### config.mk
export PLATFORM = sky130hd
export DESIGN_NAME = pwm_capture
export DESIGN_NICKNAME = d
export VERILOG_FILES = /design/src/rtl/pwm_capture_pkg.sv /design/src/rtl/pwm_capture_sync.sv /design/src/rtl/pwm_capture.sv
export SDC_FILE = /design/constraint.sdc
export NUM_CORES = 1
export LEC_CHECK = 0
export CAP_MARGIN = 20
export CORE_MARGIN = 3
export CORE_UTILIZATION = 50
export DETAILED_ROUTE_END_ITERATION = 10
export PLACE_DENSITY_LB_ADDON = 0.3
export RECOVER_POWER = 25
export SLEW_MARGIN = 5
export SYNTH_ARGS = -nofsm -noshare
export SYNTH_HDL_FRONTEND = slang
export SYNTH_SLANG_ARGS = --single-unit
export TNS_END_PERCENT = 10
### constraint.sdc
create_clock -name clock -period 6.1 [get_ports clock]
set_input_delay 1.525 -clock clock [delete_from_list [all_inputs] [get_ports clock]]
set_output_delay 1.525 -clock clock [all_outputs]
set_load 0.01 [all_outputs]
### src/rtl/pwm_capture_pkg.sv
// Shared definitions for the PWM capture path: FSM encoding, throttle
// mapping constants and the default microsecond limits of the PWM scale.
package pwm_capture_pkg;

  typedef enum logic [1:0] {
    ST_ARM  = 2'd0,
    ST_LOW  = 2'd1,
    ST_HIGH = 2'd2
  } state_t;

  // throttle = ((w - THR_MIN) * THR_MULT + THR_ROUND) >> THR_SHIFT
  localparam int THR_MULT  = 327;
  localparam int THR_SHIFT = 10;
  localparam int THR_ROUND = 512;

  localparam int DEF_CLK_PER_US    = 50;
  localparam int DEF_CTR_LEN       = 12;
  localparam int DEF_MIN_VALID_US  = 800;
  localparam int DEF_MAX_VALID_US  = 2200;
  localparam int DEF_THR_MIN_US    = 1064;
  localparam int DEF_IDLE_US       = 900;
  localparam int DEF_TIMEOUT_US    = 25000;
  localparam int DEF_FILTER_CYCLES = 4;

endpackage

### src/rtl/pwm_capture_sync.sv
// Two-flop synchronizer for the PWM pin with edge detection; an optional
// glitch filter is enabled by defining PWM_IN_GLITCH_FILTER_EN.
module pwm_in_sync #(
  parameter int FILTER_CYCLES = 4
) (
  input  logic clock,
  input  logic reset,
  input  logic pwm_in,
  output logic level,
  output logic rise,
  output logic fall
);

  logic sync_meta;
  logic sync_out;
  logic level_q;
  logic level_d;

  if (FILTER_CYCLES < 2) begin : g_filter_len_check
    $error("pwm_in_sync: FILTER_CYCLES must be at least 2");
  end

  // The data stages are not reset so they already track the pin when reset
  // releases; otherwise a pin held high would look like a fresh low.
  always_ff @(posedge clock) begin
    sync_meta <= pwm_in;
    sync_out  <= sync_meta;
  end

`ifdef PWM_IN_GLITCH_FILTER_EN
  localparam int FW = $clog2(FILTER_CYCLES);
  logic [FW-1:0] stable_cnt;

  always_ff @(posedge clock) begin
    if (sync_out == level_q) begin
      stable_cnt <= '0;
    end else if (stable_cnt == FW'(FILTER_CYCLES - 1)) begin
      level_q    <= sync_out;
      stable_cnt <= '0;
    end else begin
      stable_cnt <= stable_cnt + 1'b1;
    end
  end
`else
  assign level_q = sync_out;
`endif

  always_ff @(posedge clock) begin
    if (!reset) level_d <= 1'b0;
    else        level_d <= level_q;
  end

  assign level = level_q;
  assign rise  = level_q & ~level_d;
  assign fall  = ~level_q & level_d;

endmodule

### src/rtl/pwm_capture.sv
// Measures PWM high time in microseconds, validates it and maps it to an
// 8-bit throttle; loss-of-signal forces idle. Option: PWM_IN_GLITCH_FILTER_EN.
module pwm_capture
  import pwm_capture_pkg::*;
#(
  parameter int CLK_PER_US    = DEF_CLK_PER_US,
  parameter int CTR_LEN       = DEF_CTR_LEN,
  parameter int MIN_VALID_US  = DEF_MIN_VALID_US,
  parameter int MAX_VALID_US  = DEF_MAX_VALID_US,
  parameter int THR_MIN_US    = DEF_THR_MIN_US,
  parameter int IDLE_US       = DEF_IDLE_US,
  parameter int TIMEOUT_US    = DEF_TIMEOUT_US,
  parameter int FILTER_CYCLES = DEF_FILTER_CYCLES
) (
  input  logic               clock,
  input  logic               reset,
  input  logic               pwm_in,
  output logic [CTR_LEN-1:0] pulse_us,
  output logic [7:0]         throttle_setting,
  output logic               valid,
  output logic               new_sample,
  output logic               pulse_err,
  output logic               signal_lost
);

  localparam int PRE_W = $clog2(CLK_PER_US);
  localparam logic [CTR_LEN-1:0] MIN_W  = CTR_LEN'(MIN_VALID_US);
  localparam logic [CTR_LEN-1:0] MAX_W  = CTR_LEN'(MAX_VALID_US);
  localparam logic [CTR_LEN-1:0] OVF_W  = CTR_LEN'(MAX_VALID_US + 1);
  localparam logic [CTR_LEN-1:0] THR0_W = CTR_LEN'(THR_MIN_US);
  localparam logic [CTR_LEN-1:0] IDLE_W = CTR_LEN'(IDLE_US);
  localparam logic [PRE_W-1:0]   PRE_END = PRE_W'(CLK_PER_US - 1);

  logic level, rise, fall;
  state_t state, state_next;
  logic width_clear, capture, err;
  logic [PRE_W-1:0] us_cnt, to_pre;
  logic us_tick, to_tick;
  logic [CTR_LEN-1:0] width_cnt, width_eff, cap_width;
  logic cap_stb;
  logic [15:0] to_cnt;
  logic to_hit;
  logic [CTR_LEN-1:0] thr_diff;
  logic [18:0] thr_prod;
  logic [8:0] thr_scaled;
  logic [7:0] thr_value;

  pwm_in_sync #(.FILTER_CYCLES(FILTER_CYCLES)) u_sync (
    .clock  (clock),
    .reset  (reset),
    .pwm_in (pwm_in),
    .level  (level),
    .rise   (rise),
    .fall   (fall)
  );

  assign us_tick = (us_cnt == PRE_END);
  assign to_tick = (to_pre == PRE_END);
  // Include the tick landing on the edge cycle so an N us pulse reads as N.
  assign width_eff = width_cnt + CTR_LEN'(us_tick);
  assign to_hit = (to_cnt == 16'(TIMEOUT_US));

  always_ff @(posedge clock) begin
    if (!reset) state <= ST_ARM;
    else        state <= state_next;
  end

  always_comb begin
    state_next  = state;
    width_clear = 1'b0;
    capture     = 1'b0;
    err         = 1'b0;
    unique case (state)
      ST_ARM: if (!level) state_next = ST_LOW;
      ST_LOW: if (rise) begin
        state_next  = ST_HIGH;
        width_clear = 1'b1;
      end
      ST_HIGH: begin
        if (fall) begin
          if (width_eff > MAX_W) begin
            err        = 1'b1;
            state_next = ST_ARM;
          end else if (width_eff < MIN_W) begin
            err        = 1'b1;
            state_next = ST_LOW;
          end else begin
            capture    = 1'b1;
            state_next = ST_LOW;
          end
        end else if (us_tick && width_eff == OVF_W) begin
          err        = 1'b1;
          state_next = ST_ARM;
        end
      end
      default: state_next = ST_ARM;
    endcase
  end

  always_ff @(posedge clock) begin
    if (!reset) begin
      us_cnt    <= '0;
      to_pre    <= '0;
      width_cnt <= '0;
      cap_width <= '0;
      cap_stb   <= 1'b0;
      to_cnt    <= '0;
    end else begin
      us_cnt    <= (width_clear || us_tick) ? '0 : us_cnt + 1'b1;
      to_pre    <= to_tick ? '0 : to_pre + 1'b1;
      if (width_clear)                     width_cnt <= '0;
      else if (state == ST_HIGH && us_tick) width_cnt <= width_cnt + 1'b1;
      if (capture) cap_width <= width_eff;
      cap_stb <= capture;
      if (cap_stb)               to_cnt <= '0;
      else if (to_tick && !to_hit) to_cnt <= to_cnt + 16'd1;
    end
  end

  always_comb begin
    thr_diff   = cap_width - THR0_W;
    thr_prod   = 19'(thr_diff) * 19'(THR_MULT) + 19'(THR_ROUND);
    thr_scaled = 9'(thr_prod >> THR_SHIFT);
    if (cap_width <= THR0_W)       thr_value = 8'd0;
    else if (thr_scaled > 9'd255)  thr_value = 8'd255;
    else                           thr_value = thr_scaled[7:0];
  end

  // A sample landing in the same cycle as the timeout takes priority.
  always_ff @(posedge clock) begin
    if (!reset) begin
      pulse_us         <= IDLE_W;
      throttle_setting <= 8'd0;
      valid            <= 1'b0;
      new_sample       <= 1'b0;
      pulse_err        <= 1'b0;
      signal_lost      <= 1'b1;
    end else begin
      new_sample <= cap_stb;
      pulse_err  <= err;
      if (cap_stb) begin
        pulse_us         <= cap_width;
        throttle_setting <= thr_value;
        valid            <= 1'b1;
        signal_lost      <= 1'b0;
      end else if (to_hit) begin
        pulse_us         <= IDLE_W;
        throttle_setting <= 8'd0;
        valid            <= 1'b0;
        signal_lost      <= 1'b1;
      end
    end
  end

endmodule

After elaboration in Yosys (flattened, before gate mapping). Cells that the tools add are included.

$mul: 1. Bitwise operators: 5. Equal/unequal tests: 9. Reduce and logical (&&, ||, !) cells: 13. Add/sub/neg operators: 7. Mux-type cells: 26. Magnitude comparators: 4.

Operator list (number): 8-bit 2-to-1 mux (4); 12-bit 2-to-1 mux (2); 19-bit by 10-bit adder with 19-bit output (second input constant) (1); 12-bit by 9-bit multiplier with 19-bit output (second input constant) (1); 16-bit by 1-bit adder with 16-bit output (second input constant) (1); 16-bit by 15-bit == test with 1-bit output (second input constant) (1); 1-bit 2-to-1 mux (15); 12-bit by 1-bit adder with 12-bit output (1); 12-bit by 1-bit adder with 12-bit output (second input constant) (1); 6-bit by 1-bit adder with 6-bit output (second input constant) (2); 12-bit == test (second input constant) (1); 6-bit == test (second input constant) (2); 12-bit greater-than comparator (second input constant) (1); 12-bit by 11-bit <= comparator with 1-bit output (second input constant) (1); 12-bit by 10-bit less-than comparator with 1-bit output (second input constant) (1); 12-bit by 11-bit subtractor with 12-bit output (second input constant) (1); 9-bit by 8-bit greater-than comparator with 1-bit output (second input constant) (1); 2-bit 2-to-1 mux (4); 2-bit OR reduction (4); 2-bit one-hot mux with 3 select lines (1); 2-bit inequality test (second input constant) (2); 1-bit logical AND (3); 3-bit inequality test (second input constant) (1); 1-bit inverter (3); other kinds (9) (10).

Register bits: 82.

Longest topological paths before layout.
Depth after elaboration: 7. Mapped depth: 21. Gate-level depth less buffers: 21.

By module. A second synthesis with hierarchy kept.

Cells, all modules: 608. Area total of the unflattened synthesis: 5669.2 µm².

By module, submodules not included: pwm_capture (times used 1, area each 5590.4 µm², seq. area each 1581.5 µm², cells each 602); pwm_in_sync (times used 1, area each 78.8 µm², seq. area each 60.1 µm², cells each 6).

Worst setup path after synthesis. OpenSTA, ideal clock, no wires.

Kind: flip-flop to flip-flop. From: reg cap_width[3]. To: reg throttle_setting[0]. Arrival: 5.254 ns. Library setup time: 0.122 ns. Path buffers: 0. Period minus slack after synthesis: 5.376 ns. Cell stages (with the launch flop): 20. Path slack: 0.724 ns. Required time: 5.978 ns. Cells stage by stage: dfxtp_1 > inv_1 > ha_1 > nor2b_1 > or4_1 > o21ai_0 > xor2_1 > ha_1 > ha_1 > fa_1 > fa_1 > ha_1 > ha_1 > a21o_1 > a21o_1 > a211o_1 > a21oi_1 > o21bai_1 > xnor2_1 > a221o_1.

Longest elaborated chain between the ends: 7.

Ends and longest elaborated chain: start: declaration (RTL line pwm_capture.sv:39) `logic [CTR_LEN-1:0] width_cnt, width_eff, cap_width;`; start signal: assignment (RTL line pwm_capture.sv:113) `if (capture) cap_width <= width_eff;`; 12-bit by 11-bit subtractor with 12-bit output (RTL line pwm_capture.sv:121) `thr_diff = cap_width - THR0_W;`; 12-bit by 9-bit multiplier with 19-bit output (RTL line pwm_capture.sv:122) `thr_prod = 19'(thr_diff) * 19'(THR_MULT) + 19'(THR_ROUND);`; 19-bit by 10-bit adder with 19-bit output (RTL line pwm_capture.sv:122); 9-bit by 8-bit greater-than comparator with 1-bit output (RTL line pwm_capture.sv:125) `else if (thr_scaled > 9'd255) thr_value = 8'd255;`; 8-bit 2-to-1 mux (RTL line pwm_capture.sv:125); 8-bit 2-to-1 mux * (RTL line pwm_capture.sv:124) `if (cap_width <= THR0_W) thr_value = 8'd0;`; 8-bit 2-to-1 mux * (RTL line pwm_capture.sv:141) `if (cap_stb) begin`; end signal: assignment (RTL line pwm_capture.sv:143) `throttle_setting <= thr_value;`; end: declaration (RTL line pwm_capture.sv:19) `output logic [7:0] throttle_setting,`.

Every way passes the cells marked *; elsewhere a longest branch is shown, timed or not. A chain may end at the register's enable or synchronous reset.

Worst setup path after layout.
From: reg cap_width[3]. To: reg throttle_setting[2].

The elaborated chain is that of the path after synthesis.

==> flow_summary.json <==
{
  "place_ws_ns": 0.227,
  "skew_ns": 0.00744,
  "die_w_um": 113,
  "synthToLayoutAreaGrowth_pct": 11.4,
  "cts_tree": "built",
  "yosys.area.top_type_share": 0.285,
  "tns_ns": 0,
  "drt_first_iter_violations": 183,
  "grt_setup_unrepaired": "false",
  "ant_nets": 0,
  "worstPathMaxFanout": 8,
  "drive_gt1_frac": 0.0550,
  "ios": 27,
  "gr-total-overflow": 0,
  "hold_ws_ns": 0.332,
  "fill_cells": 988,
  "start_kind": "register",
  "cts_max_level": 3,
  "root_buffer": "clkbuf_16",
  "grt_max_degree": 33,
  "grt_use_total": 0.200,
  "via_per_inst": 5.66,
  "grt_pass1_vias": 4536,
  "synth_ff_type": "dfxtp_1",
  "fin_crit_sh": 0.934,
  "clock_tree.buffer_depth": 2,
  "cp-end-kind": "register",
  "synthTopCellsByArea": "dfxtp_1 (28%), ha_1 (18%), xnor2_1 (6.2%)",
  "gp_congestion": 0.929,
  "route.detailed.drc": 0,
  "maxClockFrequency_mhz": 175,
  "fin_area_um2": 6420,
  "synth_area_leader_cell": "dfxtp_1",
  "yosysSeqAreaShare": 0.285,
  "power.density_nw_per_um2": 167,
  "fin_ws_ns": 0.401,
  "path_clk_slew_ns": 0.06,
  "vdd_drop_max_uv": 216,
  "maxSlewViolCount": 0,
  "setup_viol": 0,
  "synth_fp_nets": 733,
  "status": "complete, no violations",
  "dp_hpwl_um": 9440,
  "antenna_found_initial": 0,
  "synth_area_um2": 5770,
  "drv_cap": 0,
  "power_mw": 1.08,
  "hold_class": "register to register",
  "worst_pin_slew_ns": 1.20,
  "final_nets": 752,
  "numCtsBuffers": 9,
  "yosys_warnings": 0,
  "ctsHoldBuffers": 0,
  "clock_sinks": 82,
  "relSlewSlack": 0.199,
  "synth_seq_cells": 82,
  "syn_area_per_cell_um2": 9.14,
  "wl_per_cell_um": 15.3,
  "synth_edf_count": 0,
  "stdcell_count": 795,
  "grt_pass1_wl_um": 20900,
  "p_leak_nw": 2.61,
  "n_antenna_cell": 0,
  "fin_crit_ns": 5.70,
  "async_reset_ff_frac": 0,
  "worstPathRequired_ns": 6.33,
  "final_cell_mix": "ha_1 (84), dfxtp_1 (82), nor2_1 (61), nand2_1 (54), xnor2_1 (40)",
  "hold_violations": 0,
  "die_area_um2": 12900,
  "totalWireLength_um": 12100,
  "syn_inst": 631,
  "initial_utilization": 0.523,
  "fin_util": 0.582,
  "crit_type": "register to register",
  "fp-row-count": 38,
  "synthDistinctLibCells": 65,
  "io_buffer_count": 26,
  "dr.pass1.iters": 4,
  "routed-via-count": 4496,
  "postPlaceCellArea_um2": 6110,
  "core_area_um2": 11000,
  "final_common_cell": "ha_1",
  "dpl.cell_count": 778,
  "die_h_um": 113,
  "cp.arrival_ns": 5.93,
  "clock_latency_ns": 0.35
}
## report_power, final
group	leakage, nW	internal, mW	switching (mW)
registers	0.663	0.541	0.00485
clock network	0.137	0.279	0.228
logic	1.81	0.00776	0.0150
## kinds of logic (layout without fill, tap and decap cells)
family,after synthesis,after routing,synth area share
buffers and inverters,48,72,0.0365
AND/OR/NAND/NOR,221,221,0.193
flip-flops,82,82,0.285
AO/OA/AOI/OAI,97,97,0.118
XOR/XNOR,69,69,0.106
multiplexers,14,14,0.0252
adder cells (fa/ha/maj),100,100,0.236
## worst max-delay path: stages (launching register included)
cell and delay, ns:
dfxtp_1 0.38, inv_1 0.18, ha_1 0.21, nor2b_1 0.07
or4_4 0.47, o21ai_1 0.19, xor2_1 0.31, ha_1 0.29
ha_1 0.31, fa_1 0.46, fa_1 0.44, ha_1 0.29
ha_1 0.38, a21o_1 0.21, a21o_1 0.17, a211o_1 0.28
a21oi_1 0.22, o21bai_1 0.15, xnor2_2 0.22, a221o_1 0.36
## per-layer routing
layer | GRT usage | share of wire
met1 | 0.237 | 0.44
met2 | 0.356 | 0.50
met3 | 0.0440 | 0.036
met4 | 0.0689 | 0.022
met5 | 0 | 0
## layout make-up
class / count / area [µm²] / area share
Sequential cell: 82 / 1640 / 0.256
Clock inverter: 7 / 55.1 / 0.00857
Timing Repair Buffer: 31 / 294 / 0.0458
Inverter: 25 / 93.8 / 0.0146
Tap cell: 140 / 175 / 0.0273
Multi-Input combinational cell: 501 / 3940 / 0.613
Clock buffer: 9 / 225 / 0.0351
## timing repair
item | CTS | global route
setup endpoints to repair | 0 | 8
hold endpoints to repair | 0 | 0
gates resized for setup | 0 | 4
buffers inserted | 0 | 1
## state kept, by name, indices dropped and copies added (netlist names)
| register | count |
|---|---|
| width_cnt | 12 |
| to_pre | 6 |
| signal_lost | 1 |
| throttle_setting | 8 |
| new_sample | 1 |
| us_cnt | 6 |
| u_sync.sync_meta | 1 |
| to_cnt | 16 |
| valid | 1 |
| cap_width | 12 |
| u_sync.level | 1 |
| pulse_err | 1 |
| pulse_us | 12 |
| u_sync.level_d | 1 |
| state | 2 |
| cap_stb | 1 |
## worst paths after layout
| path | start | to | slack (ns) | depth (start not counted) |
|---|---|---|---|---|
| max | cap_width[3] | throttle_setting[2] | 0.40 | 19 |
| min | u_sync.sync_meta | u_sync.level | 0.33 | 0 |
| max reg2reg | cap_width[3] | throttle_setting[2] | 0.40 | 19 |
| min reg2reg | u_sync.sync_meta | u_sync.level | 0.33 | 0 |
## synth_stat cells, types with 9 or more instances
library cell  count
a21o_1           11
a21oi_1          23
clkbuf_1         13
dfxtp_1          82
fa_1             15
ha_1             84
inv_1            24
mux2i_1          13
nand2_1          54
nand3_1          23
nand4_1          15
nor2_1           61
nor2b_1           9
nor3_1            9
o21ai_0          18
xnor2_1          41
xor2_1           27
Note: power is estimated with default switching activity, not from simulation.
